### src/rtl/ccff_loader.sv
`timescale 1ns/1ps
// Purpose : loads a configuration-flip-flop chain from a word stream, MSB first, with an optional parity readback.
// Latency : a word accepted on edge t drives its bits in cycles t+1..t+WORD_W; done pulses one cycle after the last bit
//           (after the extra CHAIN_LEN-cycle VERIFY pass when readback is built in).
// Backpr. : cfg_ready is high only in FETCH; FETCH waits indefinitely for cfg_valid, and the chain does not shift meanwhile.
//
// Optional feature: define CCFF_READBACK_EN to add the VERIFY recirculation pass and parity compare (drives err).
//
// Ports:
//   prog_clk, prog_reset   clock and asynchronous active-high reset
//   start, abort           load request (sampled in IDLE) / synchronous cancel (any non-IDLE state)
//   cfg_data, cfg_valid,   bitstream word handshake
//   cfg_ready
//   ccff_head, ccff_tail   chain head (driven) and chain tail (observed)
//   shift_en               chain clock enable, one chain bit per high cycle
//   busy, done, err        status: not IDLE / one-cycle completion / readback parity mismatch
module ccff_loader #(
  parameter int CHAIN_LEN = 64,
  parameter int WORD_W    = 8
) (
  input  logic              prog_clk,
  input  logic              prog_reset,
  input  logic              start,
  input  logic              abort,
  input  logic [WORD_W-1:0] cfg_data,
  input  logic              cfg_valid,
  output logic              cfg_ready,
  output logic              ccff_head,
  input  logic              ccff_tail,
  output logic              shift_en,
  output logic              busy,
  output logic              done,
  output logic              err
);

  localparam int CNT_W  = $clog2(CHAIN_LEN + 1);
  localparam int WCNT_W = $clog2(WORD_W + 1);

  localparam logic [2:0] S_IDLE   = 3'd0;
  localparam logic [2:0] S_FETCH  = 3'd1;
  localparam logic [2:0] S_SHIFT  = 3'd2;
  localparam logic [2:0] S_DONE   = 3'd4;
`ifdef CCFF_READBACK_EN
  localparam logic [2:0] S_VERIFY = 3'd3;
`endif

  logic [2:0]        state_q;
  logic [WORD_W-1:0] sreg_q;
  logic [CNT_W-1:0]  bit_cnt_q;
  logic [WCNT_W-1:0] wcnt_q;
  logic              head_q;   // last bit put on the chain; held while not shifting

  logic last_bit;
  logic word_end;
  logic msb;

  assign msb      = sreg_q[WORD_W-1];
  // The bit being driven now is the final one of the chain: leave SHIFT even mid-word.
  assign last_bit = (bit_cnt_q == CNT_W'(CHAIN_LEN - 1));
  assign word_end = (wcnt_q == WCNT_W'(WORD_W - 1));

`ifdef CCFF_READBACK_EN
  logic [CNT_W-1:0] ver_cnt_q;
  logic             par_drv_q;
  logic             par_tail_q;
  logic             err_q;
  logic             ver_last;

  assign ver_last = (ver_cnt_q == CNT_W'(CHAIN_LEN - 1));
  assign err      = err_q;
`else
  logic unused_tail;
  assign unused_tail = ccff_tail;
  assign err         = 1'b0;
`endif

  always_ff @(posedge prog_clk or posedge prog_reset) begin
    if (prog_reset) begin
      state_q    <= S_IDLE;
      sreg_q     <= '0;
      bit_cnt_q  <= '0;
      wcnt_q     <= '0;
      head_q     <= 1'b0;
`ifdef CCFF_READBACK_EN
      ver_cnt_q  <= '0;
      par_drv_q  <= 1'b0;
      par_tail_q <= 1'b0;
      err_q      <= 1'b0;
`endif
    end else if (state_q != S_IDLE && abort) begin
      // Abort wins over a simultaneous handshake or completion.
      state_q <= S_IDLE;
    end else begin
      case (state_q)
        S_IDLE: begin
          if (start) begin
            state_q   <= S_FETCH;
            bit_cnt_q <= '0;
`ifdef CCFF_READBACK_EN
            err_q      <= 1'b0;
            par_drv_q  <= 1'b0;
            par_tail_q <= 1'b0;
`endif
          end
        end
        S_FETCH: begin
          if (cfg_valid) begin
            sreg_q  <= cfg_data;
            wcnt_q  <= '0;
            state_q <= S_SHIFT;
          end
        end
        S_SHIFT: begin
          sreg_q    <= sreg_q << 1;
          bit_cnt_q <= bit_cnt_q + CNT_W'(1);
          wcnt_q    <= wcnt_q + WCNT_W'(1);
          head_q    <= msb;
`ifdef CCFF_READBACK_EN
          par_drv_q <= par_drv_q ^ msb;
`endif
          if (last_bit) begin
`ifdef CCFF_READBACK_EN
            state_q   <= S_VERIFY;
            ver_cnt_q <= '0;
`else
            state_q   <= S_DONE;
`endif
          end else if (word_end) begin
            state_q <= S_FETCH;
          end
        end
`ifdef CCFF_READBACK_EN
        S_VERIFY: begin
          // Tail is fed back to head, so after CHAIN_LEN cycles the chain holds its original contents.
          ver_cnt_q  <= ver_cnt_q + CNT_W'(1);
          par_tail_q <= par_tail_q ^ ccff_tail;
          head_q     <= ccff_tail;
          if (ver_last) begin
            // Fold in the tail bit of this final cycle, which the parity register has not seen yet.
            err_q   <= par_drv_q ^ par_tail_q ^ ccff_tail;
            state_q <= S_DONE;
          end
        end
`endif
        S_DONE:  state_q <= S_IDLE;
        default: state_q <= S_IDLE;
      endcase
    end
  end

  always_comb begin
    cfg_ready = (state_q == S_FETCH);
    shift_en  = (state_q == S_SHIFT);
    ccff_head = head_q;
    if (state_q == S_SHIFT) begin
      ccff_head = msb;
    end
`ifdef CCFF_READBACK_EN
    if (state_q == S_VERIFY) begin
      shift_en  = 1'b1;
      ccff_head = ccff_tail;
    end
`endif
  end

  assign busy = (state_q != S_IDLE);
  assign done = (state_q == S_DONE);

endmodule

### config.mk
export PLATFORM = sky130hd
export DESIGN_NAME = ccff_loader
export DESIGN_NICKNAME = d
export VERILOG_FILES = /design/src/rtl/ccff_loader.sv
export SDC_FILE = /design/constraint.sdc
export NUM_CORES = 1
export LEC_CHECK = 0
export BUFFER_PORTS_ARGS = -buffer_cell sky130_fd_sc_hd__buf_2
export CAP_MARGIN = 10
export CELL_PAD_IN_SITES_DETAIL_PLACEMENT = 1
export CELL_PAD_IN_SITES_GLOBAL_PLACEMENT = 1
export CORE_ASPECT_RATIO = 0.8
export CORE_MARGIN = 2
export CORE_UTILIZATION = 40
export CTS_BUF_LIST = sky130_fd_sc_hd__clkbuf_8
export CTS_CLUSTER_DIAMETER = 50
export CTS_CLUSTER_SIZE = 16
export DETAILED_ROUTE_END_ITERATION = 10
export PLACE_DENSITY = 0.85
export RECOVER_POWER = 50
export SLEW_MARGIN = 20
export SYNTH_ARGS = -nofsm -noshare
export SYNTH_HDL_FRONTEND = slang
export SYNTH_SLANG_ARGS = --single-unit
### constraint.sdc
create_clock -name prog_clk -period 1.7 [get_ports prog_clk]
set_input_delay 0.17 -clock prog_clk [delete_from_list [all_inputs] [get_ports prog_clk]]
set_output_delay 0.17 -clock prog_clk [all_outputs]
set_load 0.02 [all_outputs]
# Word level (Yosys, flattened, before mapping)
# Cells that the tools add are included.
# totals
inputBits	14
word_cells	39
regBits	23
# classes
n_reduce_logical	8
n_eq_ne	10
n_mux	13
bitwise_logic	1
n_addsub	2
# ops
op	n
one-hot mux 8 bit (2 select lines)	1
two-way mux 3 bit	5
one-hot mux 7 bit (2 select lines)	1
one-hot mux 3 bit (3 select lines)	1
AND reduction 3 bit	3
two-way mux 8 bit	1
one-hot mux 4 bit (2 select lines)	1
adder 7 x 1 -> 7 bit, second input constant	1
== test 7 x 6 -> 1 bit, second input constant	1
two-way mux 7 bit	1
adder 4 x 1 -> 4 bit, second input constant	1
== test 4 x 3 -> 1 bit, second input constant	1
two-way mux 4 bit	1
inequality test 2 bit, second input constant	2
inequality test 4 x 1 -> 1 bit, second input constant	1
nonzero test 2 bit	2
== test 3 x 1 -> 1 bit, second input constant	1
== test 3 x 2 -> 1 bit, second input constant	1
== test 3 bit, second input constant	1
logical NOT 3 bit	1
inequality test 3 x 2 -> 1 bit, second input constant	1
inequality test 3 bit, second input constant	1
nonzero test 3 bit	1
logical AND 1 bit	1
other kinds (2)	2

# Logic depth before layout (Yosys ltp)
# depth
word_depth	5
depth_mapped	6

# Least setup slack after synthesis
# Ideal clock, no wire load.
# synth_timing
kind	reg2out
from	register state_q[0]
to	output port ccff_head
t_required_ns	1.530
path_slack_ns	0.036
stages_incl_launch_ff	7
arrival_ns	1.494
cell_sequence	dfrtp_1 -> buf_6 -> or3b_2 -> clkbuf_1 -> inv_1 -> nand2_1 -> nand2_1
# synth_between
elab_chain_cells	2
# synth_lines
item	line_no	source
start: declaration	47	logic [2:0] state_q;
start signal: assignment	79	state_q <= S_IDLE;
start signal: assignment	92	state_q <= S_IDLE;
start signal: assignment	97	state_q <= S_FETCH;
== test 3 x 2 -> 1 bit	n/a	
named net shift_en	30	output logic shift_en,
two-way mux 1 bit	155	if (state_q == S_SHIFT) begin
end: declaration	28	output logic ccff_head,
# The timed path passes the listed nets, and every way through them passes these cells.

# Worst setup path in the final report
# layout_timing
from	register state_q[0]
to	register bit_cnt_q[6]
# layout_between
elab_chain_cells	4
elab_cells_between_ends	9
cone_classes	2 x eq/ne; 1 x mux; 1 x bitwise; 5 x reduce/logical
# layout_lines
item	line_no	source
branches (longest 4 deep; another with == test 3 x 2 -> 1 bit)	n/a	
end signal: assignment	115	bit_cnt_q <= bit_cnt_q + CNT_W'(1);
end: declaration	49	logic [CNT_W-1:0] bit_cnt_q;
# Parallel ways; which one is timed is not known.
# A chain may end at the register's enable or synchronous reset.

==> results_dict.tcl <==
set metrics [dict create \
    final_cell_area_um2 1403 \
    die_x_um 63.98 \
    synthSimpleGateAreaFrac 0.2761 \
    final_hold_viol_count 0 \
    clk-insertion-delay-late_ns 0.26 \
    critPathCaptureType "register" \
    setup_viol 0 \
    syn_inst 129 \
    r2r_start "state_q[0]" \
    nNetsFinal 172 \
    syn_area_per_cell_um2 8.923 \
    async_flop_share 1.000 \
    ys_seq_elements 23 \
    antenna_found_initial 0 \
    peakVddDrop_mv 0.6156 \
    grt_pass1_vias 1039 \
    cp-startpoint "state_q[0]" \
    gp_congestion 0.7884 \
    ant_nets 0 \
    wl_um 2756 \
    wl_per_cell_um 14.28 \
    worst-setup-path-type "register to register" \
    drc 0 \
    drt-initial-drc-count 47 \
    min_path_type "primary input to register" \
    die_height_um 51.98 \
    numPortBuffers 17 \
    overflow 0 \
    synth_largest_area_cell "dfrtp_1" \
    yosys_most_used_dff "dfrtp_1" \
    drive_gt1_frac 0.2581 \
    synth_edf_count 0 \
    hpwlAfterDp_um 1984 \
    ys_types 34 \
    synthXorXnorAreaFrac 0.02283 \
    clock_skew_ns 0.004575 \
    yosysMostFrequentCell "nor2_1" \
    synth_top_area_frac 0.5000 \
    synth_area_leaders "dfrtp_1, nor2_1, nand2_1" \
    crit_path_end "bit_cnt_q[6]" \
    gr-usage-all-layers 0.1833 \
    syn_to_final_growth_pct 21.85 \
    via_count 1008 \
    synth_common_cells "nor2_1, dfrtp_1, nand2_1" \
    min-delay-start "cfg_data[7]" \
    synth_nets 145 \
    cp.arrival_ns 1.81 \
    placed_area_um2 1295 \
    leakage_nw 0.6593 \
    worstPathRequired_ns 1.85 \
    finalCritPeriodShare 0.9753 \
    fp-row-count 17 \
    htreeDepth 1 \
    reg2reg_slack_ns 0.04 \
    grt_pass1_wl_um 4761 \
    tightest_slew_ns 0.5743 \
    coreArea_um2 2744 \
    start_util 0.4195 \
    clock-root-buffer "clkbuf_8" \
    fmax_mhz 603.1 \
    cts_tree "done" \
    grt_max_degree 24 \
    drv_slew 0 \
    cts.sinks 23 \
    status "completed" \
    clk_pin_slew_ns 0.08 \
    antenna_cells 0 \
    fin_util 0.5112 \
    rsz0062_at_grt "true" \
    powerDensity_nw_per_um2 1319 \
    finalPower_w 0.001850 \
    critPathMaxFanout 6 \
    io_pins 20 \
    avgViaCountPerCell 5.223 \
    clockBufferDepth 2 \
    slew_headroom 0.6171 \
    muxShareOfSynthArea 0 \
    die_area_um2 3325 \
    r2r-end "bit_cnt_q[6]" \
    startpoint_type "register" \
    r2r_cells 4 \
    period_minus_slack_ns 1.658 \
    dr.pass1.iters 4 \
    synth_fa_ha_area_frac 0.02174 \
    max_cap_viol_count 0 \
    synth_top_family_by_area "simple AND/OR/NAND/NOR gates" \
    ys_seq_area_frac 0.5000 \
    cts-buffers-inserted 3 \
    synth_compound_area_frac 0.1304 \
    yosys_warnings 0 \
    synth_area_um2 1151 \
]
-- power by group --
group	total (W)	switching, W	internal (W)
sequential	0.000827	0.000118	0.000709
combinational	0.000685	0.000376	0.000310
clock	0.000337	0.000173	0.000163
total	0.00185	0.000667	0.00118
-- registers in the layout, indices dropped and copies added, names as in the netlist --
| name | flops |
|---|---|
| bit_cnt_q | 7 |
| head_q | 1 |
| sreg_q | 8 |
| state_q | 3 |
| wcnt_q | 4 |
-- cells in the final DEF (no fill, tap or decap), types with 2 or more instances in the layout --
master    count
buf_2        16
buf_4         9
a21oi_1       3
nor2_1       26
nand3_1       2
dfrtp_1      22
nor2b_1       4
o22ai_1       7
clkbuf_8      3
ha_1          2
nand2_1      17
or3_1         4
xor2_1        2
inv_1         2
o21ai_0       7
nor3b_1       2
o21ai_1       3
-- critical path, stage by stage (launching register included) --
cell     delay, ns
dfrtp_2       0.44
or4b_4        0.59
nor3_1        0.27
xnor2_1       0.17
nor2_1        0.07
-- cell families (layout without fill, tap and decap cells) --
logic type | Yosys count | after routing
flops | 23 | 23
compound gates | 25 | 25
buf+inv | 10 | 36
fa+ha+maj | 2 | 2
xor+xnor | 3 | 3
other cells | 1 | 1
simple gates | 65 | 65
-- routing by layer --
| layer | up-vias | global-route usage | part of all wire |
|---|---|---|---|
| met3 | 0 | 0.02814 | 0.031 |
| met2 | 16 | 0.3281 | 0.51 |
| met1 | 498 | 0.2389 | 0.46 |
| met4 | 0 | 0.03261 | 0 |
| li1 | 494 | - | - |
| met5 | - | 0 | 0 |
-- worst min-delay path by stage --
stage | to | cells after the start
floorplan | bit_cnt_q[0] | 1
global placement | sreg_q[2] | 3
detailed placement | bit_cnt_q[5] | 3
CTS | sreg_q[7] | 3
global route | sreg_q[3] | 3
finish | sreg_q[7] | 3
-- layout make-up --
cell class / count / area, um2
clock inverters: 1 / 5.005
multi-input cells: 96 / 540.5
fillers: 328 / 1341
clock buffers: 3 / 41.29
flip-flops and latches: 23 / 576.8
repair buffers: 29 / 177.7
inverters: 3 / 13.76
well taps: 38 / 47.55
-- stage by stage --
step           setup slack (ns)  instances  hold slack, ns  TNS (ns)
2_1_floorplan           0.03614        129          0.1719         0
3_3_place_gp             0.1128        184          0.2229         0
3_5_place_dp            0.07252        184          0.2247         0
4_1_cts               0.0002558        192          0.1436         0
5_1_grt                -0.01402        193          0.1584  -0.01525
6_report                0.04191        193          0.1409         0
-- what timing repair did --
action / 4_1_cts / 5_1_grt
buffers inserted: 3 / 1
endpoints found under the hold margin: 23 / 0
setup endpoints to repair: 2 / 5
resized for setup: 2 / 9
pin swaps: 0 / 2
hold buffers: 1 / 0
Note: power is estimated with default switching activity, not from simulation.
